==> config.mk <==
export PLATFORM = sky130hd
export DESIGN_NAME = spectrum_bar_gen
export DESIGN_NICKNAME = d
export VERILOG_FILES = /design/src/rtl/spectrum_bar_gen.sv
export SDC_FILE = /design/constraint.sdc
export NUM_CORES = 1
export LEC_CHECK = 0
export CAP_MARGIN = 20
export CELL_PAD_IN_SITES_DETAIL_PLACEMENT = 0
export CELL_PAD_IN_SITES_GLOBAL_PLACEMENT = 1
export CORE_MARGIN = 5
export CORE_UTILIZATION = 40
export CTS_BUF_LIST = sky130_fd_sc_hd__clkbuf_8
export DETAILED_ROUTE_END_ITERATION = 16
export PLACE_DENSITY = 0.81
export SLEW_MARGIN = 15
export SYNTH_ARGS = -nofsm -noshare
export SYNTH_HDL_FRONTEND = slang
export SYNTH_SLANG_ARGS = --single-unit
export TNS_END_PERCENT = 100
==> constraint.sdc <==
create_clock -name i_clk -period 8.2 [get_ports i_clk]
set_input_delay 1.64 -clock i_clk [delete_from_list [all_inputs] [get_ports i_clk]]
set_output_delay 1.64 -clock i_clk [all_outputs]
set_load 0.1 [all_outputs]
==> src/rtl/spectrum_bar_gen.sv <==
// Spectrum bar generator: snapshots 16 FFT bands per frame, converts each to a
// 4-bit log level, applies attack/decay smoothing and peak-hold, publishes atomically.
module spectrum_bar_gen #(
  parameter int NBANDS       = 16,
  parameter int DW           = 16,
  parameter int HW           = 4,
  parameter int DECAY_FRAMES = 4,
  parameter int PEAK_HOLD    = 16
) (
  input  logic                         i_clk,
  input  logic                         i_rst_n,
  input  logic [NBANDS-1:0][DW-1:0]    i_data,
  input  logic                         i_data_done,
  output logic [NBANDS-1:0][HW-1:0]    o_height,
  output logic [NBANDS-1:0][HW-1:0]    o_peak,
  output logic                         o_valid,
  output logic                         o_busy,
  output logic [7:0]                   o_overrun
);

  localparam int IW = (NBANDS > 1) ? $clog2(NBANDS) : 1;
  localparam int FW = (DECAY_FRAMES > 1) ? $clog2(DECAY_FRAMES) : 1;

  typedef enum logic [1:0] {S_IDLE, S_PROC, S_OUT} state_t;

  state_t        state, state_nx;
  logic [IW-1:0] idx;
  logic [FW-1:0] fc;
  logic [DW-1:0] snap [NBANDS];
  logic [HW-1:0] h_w  [NBANDS];
  logic [HW-1:0] p_w  [NBANDS];
  logic [7:0]    hc   [NBANDS];

  logic [DW-1:0] cur, neg;
  logic [DW-2:0] mag;
  logic [HW-1:0] lvl, h_cur, h_dec, h_new, p_cur, p_dec, p_new;
  logic [7:0]    hc_cur, hc_new;
  logic          tick, last;

  assign tick   = (fc == FW'(DECAY_FRAMES - 1));
  assign last   = (idx == IW'(NBANDS - 1));
  assign o_busy = (state != S_IDLE);

  // Per-band datapath for the band currently addressed by idx
  always_comb begin
    cur = snap[idx];
    neg = -cur;
    if (cur == {1'b1, {(DW-1){1'b0}}})
      mag = '1;
    else if (cur[DW-1])
      mag = neg[DW-2:0];
    else
      mag = cur[DW-2:0];

    lvl = '0;
    for (int unsigned b = 0; b < DW - 1; b++)
      if (mag[b]) lvl = HW'(b + 1);

    h_cur  = h_w[idx];
    p_cur  = p_w[idx];
    hc_cur = hc[idx];
    h_dec  = h_cur - HW'(1);
    p_dec  = p_cur - HW'(1);

    if (lvl >= h_cur)
      h_new = lvl;
    else if (tick)
      h_new = (h_dec > lvl) ? h_dec : lvl;
    else
      h_new = h_cur;

    // Falling peak is floored at the new height so it never drops below the bar
    if (lvl >= p_cur) begin
      p_new  = lvl;
      hc_new = 8'(PEAK_HOLD);
    end else if (hc_cur != '0) begin
      p_new  = p_cur;
      hc_new = hc_cur - 8'd1;
    end else begin
      p_new  = (p_dec > h_new) ? p_dec : h_new;
      hc_new = hc_cur;
    end
  end

  always_comb begin
    state_nx = state;
    case (state)
      S_IDLE:  if (i_data_done) state_nx = S_PROC;
      S_PROC:  if (last) state_nx = S_OUT;
      S_OUT:   state_nx = S_IDLE;
      default: state_nx = S_IDLE;
    endcase
  end

  always_ff @(posedge i_clk or negedge i_rst_n) begin
    if (!i_rst_n) state <= S_IDLE;
    else          state <= state_nx;
  end

  always_ff @(posedge i_clk or negedge i_rst_n) begin
    if (!i_rst_n) begin
      idx       <= '0;
      fc        <= '0;
      o_height  <= '0;
      o_peak    <= '0;
      o_valid   <= 1'b0;
      o_overrun <= '0;
      for (int unsigned b = 0; b < NBANDS; b++) begin
        snap[b] <= '0;
        h_w[b]  <= '0;
        p_w[b]  <= '0;
        hc[b]   <= '0;
      end
    end else begin
      o_valid <= 1'b0;
      if (i_data_done && (state != S_IDLE) && (o_overrun != 8'hFF))
        o_overrun <= o_overrun + 8'd1;
      case (state)
        S_IDLE: begin
          if (i_data_done) begin
            for (int unsigned b = 0; b < NBANDS; b++) snap[b] <= i_data[b];
            idx <= '0;
          end
        end
        S_PROC: begin
          h_w[idx] <= h_new;
          p_w[idx] <= p_new;
          hc[idx]  <= hc_new;
          if (!last) idx <= idx + IW'(1);
        end
        S_OUT: begin
          for (int unsigned b = 0; b < NBANDS; b++) begin
            o_height[b] <= h_w[b];
            o_peak[b]   <= p_w[b];
          end
          o_valid <= 1'b1;
          fc      <= tick ? '0 : fc + FW'(1);
        end
        default: ;
      endcase
    end
  end

endmodule
==> results of run 1 <==
## per-layer routing
layer,wire (um),share of wire (%),global-route usage [%]
met5,0,0,0
met4,4400,4.5,9.42
met3,6730,6.9,5.02
met2,45500,47,36.6
met1,40700,42,31.7
## sequential cells by signal, summed over array words and instances, names as in the netlist, 4 cells and up
signal,flops
hc,128
o_peak,64
h_w,64
p_w,64
o_height,64
snap,256
idx,4
o_overrun,8
## logic make-up after synthesis
family / synth area share (%)
AND/OR/NAND/NOR: 23.6
multiplexers: 11.6
buffers and inverters: 3.16
AO/OA/AOI/OAI: 6.00
XOR/XNOR: 0.774
adder cells (fa/ha/maj): 1.06
flip-flops: 53.8
## area by class of cell
class                           instances  area share (%)
Multi-Input combinational cell       2338            34.8
Inverter                               30           0.302
Clock buffer                          151            5.45
Clock inverter                         53           0.761
Timing Repair Buffer                  474            12.4
Tap cell                              978            3.21
Sequential cell                       657            43.1
## how the worst max path moves through the flow
stage | to | slack [ns] | startpoint | cells after the start
after detailed placement | p_w[51] | -0.16 | idx[0] | 33
after CTS | p_w[47] | 0.14 | idx[0] | 33
final | p_w[18] | 0.50 | idx[1] | 31
after global placement | p_w[11] | 0.01 | idx[0] | 33
after floorplan | p_w[13] | 0.10 | idx[0] | 36
after global routing | p_w[18] | 0.006 | idx[0] | 33
## cells in the mapped netlist, types with 3 or more instances
| cell type | n | area (um2) |
|---|---|---|
| sky130_fd_sc_hd__a21o_1 | 9 | 67.6 |
| sky130_fd_sc_hd__a21oi_1 | 30 | 150 |
| sky130_fd_sc_hd__a21oi_2 | 10 | 87.6 |
| sky130_fd_sc_hd__a22oi_1 | 19 | 143 |
| sky130_fd_sc_hd__a31oi_1 | 36 | 225 |
| sky130_fd_sc_hd__and2_1 | 7 | 43.8 |
| sky130_fd_sc_hd__and3_1 | 7 | 43.8 |
| sky130_fd_sc_hd__buf_1 | 14 | 52.6 |
| sky130_fd_sc_hd__buf_2 | 24 | 120 |
| sky130_fd_sc_hd__buf_4 | 5 | 37.5 |
| sky130_fd_sc_hd__buf_6 | 5 | 56.3 |
| sky130_fd_sc_hd__clkbuf_1 | 152 | 571 |
| sky130_fd_sc_hd__dfrtp_1 | 657 | 16400 |
| sky130_fd_sc_hd__ha_1 | 26 | 325 |
| sky130_fd_sc_hd__inv_1 | 30 | 113 |
| sky130_fd_sc_hd__mux2_2 | 18 | 203 |
| sky130_fd_sc_hd__mux2i_1 | 4 | 40.0 |
| sky130_fd_sc_hd__mux4_2 | 145 | 3270 |
| sky130_fd_sc_hd__nand2_1 | 1651 | 6200 |
| sky130_fd_sc_hd__nand2b_1 | 8 | 50.1 |
| sky130_fd_sc_hd__nand3_1 | 10 | 50.1 |
| sky130_fd_sc_hd__nand4_1 | 11 | 68.8 |
| sky130_fd_sc_hd__nor2_1 | 68 | 255 |
| sky130_fd_sc_hd__nor2b_1 | 8 | 50.1 |
| sky130_fd_sc_hd__nor3_1 | 35 | 175 |
| sky130_fd_sc_hd__o211ai_1 | 3 | 22.5 |
| sky130_fd_sc_hd__o21ai_0 | 80 | 400 |
| sky130_fd_sc_hd__o21ai_1 | 11 | 55.1 |
| sky130_fd_sc_hd__o22ai_1 | 34 | 213 |
| sky130_fd_sc_hd__o2bb2ai_1 | 3 | 26.3 |
| sky130_fd_sc_hd__o311ai_0 | 5 | 43.8 |
| sky130_fd_sc_hd__o31ai_1 | 3 | 22.5 |
| sky130_fd_sc_hd__or3_1 | 8 | 50.1 |
| sky130_fd_sc_hd__or3b_2 | 4 | 35.0 |
| sky130_fd_sc_hd__or4_1 | 3 | 22.5 |
| sky130_fd_sc_hd__or4b_2 | 4 | 40.0 |
| sky130_fd_sc_hd__xnor2_1 | 20 | 175 |
| sky130_fd_sc_hd__xor2_1 | 7 | 61.3 |
## worst max-delay path, delay by kind of cell, from the launching register on
kind                     cells  cell delay [ns]
flip-flops                   1             0.67
buffers and inverters        4             0.63
AND/OR/NAND/NOR              8             1.74
adder cells (fa/ha/maj)      2             0.50
XOR/XNOR                     1             0.15
AO/OA/AOI/OAI               16             3.89
## repair_timing
action | CTS | global route
hold buffers | 0 | 0
pin swaps | 1 | 4
buffers inserted | 2 | 9
setup endpoints to repair | 48 | 64
gates resized for setup | 3 | 4
## metrics by stage
| stage | instance area, um2 | hold WS (ns) | setup TNS (ns) | utilization [%] | setup WS, ns |
|---|---|---|---|---|---|
| final | 38100 | 0.469 | 0 | 50.3 | 0.502 |
| after global routing | 38100 | 0.486 | 0 | 50.3 | 0.00627 |
| after CTS | 38000 | 0.473 | 0 | 50.1 | 0.138 |
| after detailed placement | 35600 | 0.458 | -3.61 | 46.9 | -0.155 |
| after global placement | 35600 | 0.452 | 0 | 46.9 | 0.0111 |
| after floorplan | 30600 | 0.437 | 0 | - | 0.101 |
==> impl_metrics.py, run 1 <==
metrics = {
    "routing": {
        "initialDrtViolationCount": 2333,
        "via_density_per_instance": 5.27,
        "drt-total-wl_um": 97300,
        "routed_wire_length_per_instance_um": 20.8,
        "vias": 24677,
        "detail_route.first_pass.iterations": 6,
        "drc_viols": 0,
        "ant_nets": 0,
    },
    "floorplan": {
        "initial_utilization_pct": 40.3,
        "coreArea_mm2": 0.0758,
        "floorplan.die.width_um": 286,
        "floorplan.die.height_um": 286,
        "fp-row-count": 101,
        "fp.dieArea_mm2": 0.0820,
        "design.portCount": 397,
    },
    "clock_tree": {
        "cts_root_buffer": "sky130_fd_sc_hd__clkbuf_8",
        "numClockSinks": 657,
        "htreeDepth": 3,
        "clkSlewWorstSetupHoldPaths_ns": 0.06,
        "ctsLongestPathBuffers": 3,
        "clk-insertion-delay-late_ns": 0.73,
        "tritoncts.num_buffers": 111,
        "tritoncts": "yes",
    },
    "placement": {
        "place.detailed.hpwl_um": 66100,
        "dpl.cell_count": 4460,
        "portBuffers": 396,
        "place.gp.congestion": 0.887,
    },
    "setup_path": {
        "r2r_end": "p_w[18]",
        "worst-path-max-fanout": 29,
        "timing.critical_path.from_type": "flip-flop",
        "cp_data_arrival_time_ns": 8.32,
        "end_kind": "flip-flop",
        "timing.setup.critical_path_class": "flip-flop to flip-flop",
        "timing.rr.start": "idx[1]",
        "crit_path_max_incr_delay_ns": 0.67,
        "worstRegToRegCells": 31,
        "worst_ep_required_time_ns": 8.83,
        "regToRegSetupSlack_ns": 0.50,
        "cpMaxStageDelayCell": "sky130_fd_sc_hd__dfrtp_4",
    },
    "grt": {
        "grt_start_max_net_pins": 218,
        "grt_antenna_before_repair": 0,
        "globalRouteOverflowTotal": 0,
        "globalRouteTotalUtil_pct": 23.3,
        "global_route_wire_length_before_repair_um": 148000,
        "grt_pass1_vias": 24666,
    },
    "status": {
        "run_status": "complete, no violations",
    },
    "synth": {
        "synth.avg_cell_area_um2": 9.47,
        "synthArstFlopShare_pct": 100,
        "ys_warn_count": 0,
        "yosys_most_used_dff": "sky130_fd_sc_hd__dfrtp_1",
        "ys_ff_latch": 657,
        "synthesis.nets": 3511,
        "mapped_cells": 3226,
        "post_synth_instance_area_mm2": 0.0306,
        "yosys.cell_types.count": 79,
        "yosysSeqAreaShare_pct": 53.8,
        "synth_edf_count": 0,
    },
    "cells_and_area": {
        "synthToLayoutAreaGrowth_pct": 24.8,
        "insertedDiodeCount": 0,
        "post_route_cells_drive_above_1_share_pct": 12.7,
        "post_layout_nonfiller_instances": 4681,
        "final_cell_mix": "1650 x sky130_fd_sc_hd__nand2_1, 653 x sky130_fd_sc_hd__dfrtp_1, 395 x sky130_fd_sc_hd__clkdlybuf4s50_1",
        "multiInputGateArea_mm2": 0.0133,
        "final-seq-area_mm2": 0.0165,
        "fillerInstances": 7115,
        "mostFrequentLayoutCell": "sky130_fd_sc_hd__nand2_1",
        "layout.nets": 3897,
    },
    "sta": {
        "fin_skew_ns": 0.0466,
        "achievable-frequency_mhz": 130,
        "final_hold_viol_count": 0,
        "final_period_minus_worst_setup_slack_ns": 7.70,
        "tightestPinTransition_ns": 1.11,
        "final_report_setup_violation_count": 0,
        "grt_setup_unrepaired": "no",
        "final_cycle_utilization_of_the_critical_path_pct": 93.9,
        "drv_slew": 0,
        "slew_headroom_pct": 26.1,
    },
    "job": {
        "max_cap_violations": 0,
    },
    "min_path": {
        "worstHoldStart": "snap[133]",
        "hold-path-cell-count": 2,
        "min_delay_worst_endpoint": "snap[133]",
        "hold_path_class": "flip-flop to flip-flop",
    },
}
Power of run 1 is left out: the tool's default activity adds up to more than one toggle a clock period on the data nets, which glitch-free logic cannot reach.
==> inputs of run 2 (changes only) <==
--- a/config.mk
+++ b/config.mk
@@ -13,6 +13,7 @@
 export CTS_BUF_LIST = sky130_fd_sc_hd__clkbuf_8
 export DETAILED_ROUTE_END_ITERATION = 16
 export PLACE_DENSITY = 0.81
+export REMOVE_ABC_BUFFERS = 1
 export SLEW_MARGIN = 15
 export SYNTH_ARGS = -nofsm -noshare
 export SYNTH_HDL_FRONTEND = slang
==> run 2 against run 1 <==
  * Critical path type unchanged
  * First-iteration DRC count shrank 9.0%
  * Routed wire length shrank 1.6%
  * Die area is the same
  * Hold slack lost 0.0051 ns
==> impl_metrics.py, run 2 (synthesis results as in run 1) <==
metrics = {
    "status": {
        "run_status": "complete, no violations",
    },
    "routing": {
        "vias": 24430,
        "detail_route.first_pass.iterations": 5,
        "drc_viols": 0,
        "drt-total-wl_um": 95700,
        "ant_nets": 0,
        "via_density_per_instance": 5.21,
        "routed_wire_length_per_instance_um": 20.4,
        "initialDrtViolationCount": 2123,
    },
    "sta": {
        "final_period_minus_worst_setup_slack_ns": 7.70,
        "final_hold_viol_count": 0,
        "achievable-frequency_mhz": 130,
        "final_report_setup_violation_count": 0,
        "drv_slew": 0,
        "tightestPinTransition_ns": 1.36,
        "fin_skew_ns": 0.0654,
        "slew_headroom_pct": 9.58,
        "final_cycle_utilization_of_the_critical_path_pct": 93.9,
        "grt_setup_unrepaired": "yes",
        "fin_ws_ns": 0.502,
    },
    "clock_tree": {
        "htreeDepth": 3,
        "cts_root_buffer": "sky130_fd_sc_hd__clkbuf_8",
        "clk-insertion-delay-late_ns": 0.77,
        "clkSlewWorstSetupHoldPaths_ns": 0.06,
        "tritoncts": "yes",
        "tritoncts.num_buffers": 111,
        "ctsLongestPathBuffers": 3,
        "numClockSinks": 657,
    },
    "setup_path": {
        "worst_ep_required_time_ns": 8.79,
        "startpoint": "idx[3]",
        "worstRegToRegCells": 35,
        "timing.critical_path.max_delay_family": "compound AO/OA/AOI/OAI gates",
        "crit_path_max_incr_delay_ns": 0.67,
        "worst-path-max-fanout": 23,
        "timing.setup.critical_path_class": "flip-flop to flip-flop",
        "crit_cells": 35,
        "cpMaxStageDelayCell": "sky130_fd_sc_hd__dfrtp_2",
        "end_kind": "flip-flop",
        "cp_num_buf_inv": 6,
        "timing.critical_path.from_type": "flip-flop",
        "cp_data_arrival_time_ns": 8.29,
        "timing.rr.start": "idx[3]",
        "regToRegSetupSlack_ns": 0.50,
    },
    "floorplan": {
        "floorplan.die.height_um": 286,
        "fp-row-count": 101,
        "design.portCount": 397,
        "initial_utilization_pct": 40.3,
        "fp.dieArea_mm2": 0.0820,
        "coreArea_mm2": 0.0758,
        "floorplan.die.width_um": 286,
    },
    "cells_and_area": {
        "layout.nets": 3903,
        "mostFrequentLayoutCell": "sky130_fd_sc_hd__nand2_1",
        "register_bank_with_the_most_flops": "snap",
        "post_layout_nonfiller_instances": 4688,
        "utilization_pct": 50.2,
        "final_cell_mix": "1650 x sky130_fd_sc_hd__nand2_1, 653 x sky130_fd_sc_hd__dfrtp_1, 395 x sky130_fd_sc_hd__clkdlybuf4s50_1",
        "top_regs": "snap: 256 flops, hc: 128 flops",
        "final-seq-area_mm2": 0.0165,
        "fillerInstances": 7126,
        "multiInputGateArea_mm2": 0.0132,
        "synthToLayoutAreaGrowth_pct": 24.6,
        "post_route_cells_drive_above_1_share_pct": 12.6,
        "largest_reg_flops": 256,
    },
    "grt": {
        "grt_pass1_vias": 25004,
        "grt_start_max_net_pins": 230,
        "globalRouteOverflowTotal": 0,
        "grt_antenna_before_repair": 3,
        "globalRouteTotalUtil_pct": 23.0,
        "global_route_wire_length_before_repair_um": 148000,
    },
    "placement": {
        "place.detailed.hpwl_um": 64000,
        "preCtsSetupSlack_ns": -0.107,
        "place.gp.congestion": 0.872,
        "dpl.cell_count": 4464,
        "portBuffers": 396,
    },
    "job": {
        "max_cap_violations": 0,
    },
    "min_path": {
        "worstHoldStart": "snap[225]",
        "hold_path_class": "flip-flop to flip-flop",
        "hold-path-cell-count": 2,
    },
}
## run 2: cell count changes in the layout (fill, tap and decap cells not counted), sizes merged
cell / previous run / this run
inv: 70 / 72
diode: 0 / 4
bufinv: 1 / 2
buf: 79 / 85
clkbuf: 151 / 140
clkinvlp: 2 / 0
clkinv: 10 / 17
## run 2: layout make-up
class	instances	area share, %
repair buffers	480	12.5
well taps	978	3.21
clock buffers	140	5.06
clock inverters	61	0.979
multi-input cells	2338	34.7
diodes	4	0.0263
flip-flops and latches	657	43.2
inverters	30	0.302
## run 2: worst register-to-register path, delay by kind of cell, from the launching register on
| family | cells | cell delay [ns] |
|---|---|---|
| AOI/OAI and AO/OA | 14 | 2.81 |
| adders and majority gates | 3 | 0.76 |
| buffers and inverters | 6 | 0.70 |
| DFF | 1 | 0.67 |
| muxes | 1 | 0.26 |
| and+or+nand+nor | 11 | 2.37 |
## run 2: worst paths after layout
check	to
max reg2reg	p_w[23]
min in group asynchronous	h_w[36]
min reg2reg	snap[225]
max	p_w[23]
min	snap[225]
max in group asynchronous	snap[226]
## run 2: per-stage QoR
stage          area (um2)  hold slack, ns  setup TNS [ns]
2_1_floorplan       29700           0.437         -636.43
3_3_place_gp        35500           0.452               0
3_5_place_dp        35500           0.457           -1.12
4_1_cts             37900           0.471               0
5_1_grt             38100           0.490           -1.01
6_report            38100           0.464               0
## run 2: routing by layer
metal / global-route usage, % / wire length, um
met2: 38.0 / 46300
met5: 0 / 20
met3: 4.36 / 6450
met4: 7.34 / 2550
met1: 31.0 / 40400
## run 2: timing repair
item                                    4_1_cts  5_1_grt
endpoints found under the setup margin       32       64
gates cloned                                  0        0
pin swaps                                     2        4
resized for setup                             0        6
hold buffers                                  0        0
buffers inserted                              2       11
Power of run 2 is left out for the same reason.
==> inputs of run 3 (changes only) <==
--- a/config.mk
+++ b/config.mk
@@ -11,6 +11,7 @@
 export CORE_MARGIN = 5
 export CORE_UTILIZATION = 40
 export CTS_BUF_LIST = sky130_fd_sc_hd__clkbuf_8
+export CTS_CLUSTER_SIZE = 24
 export DETAILED_ROUTE_END_ITERATION = 16
 export PLACE_DENSITY = 0.81
 export REMOVE_ABC_BUFFERS = 1
==> results of run 3 <==
Same layout as run 2: the final DEF is identical, and so are final timing and power.
Power of run 3 is left out for the same reason.
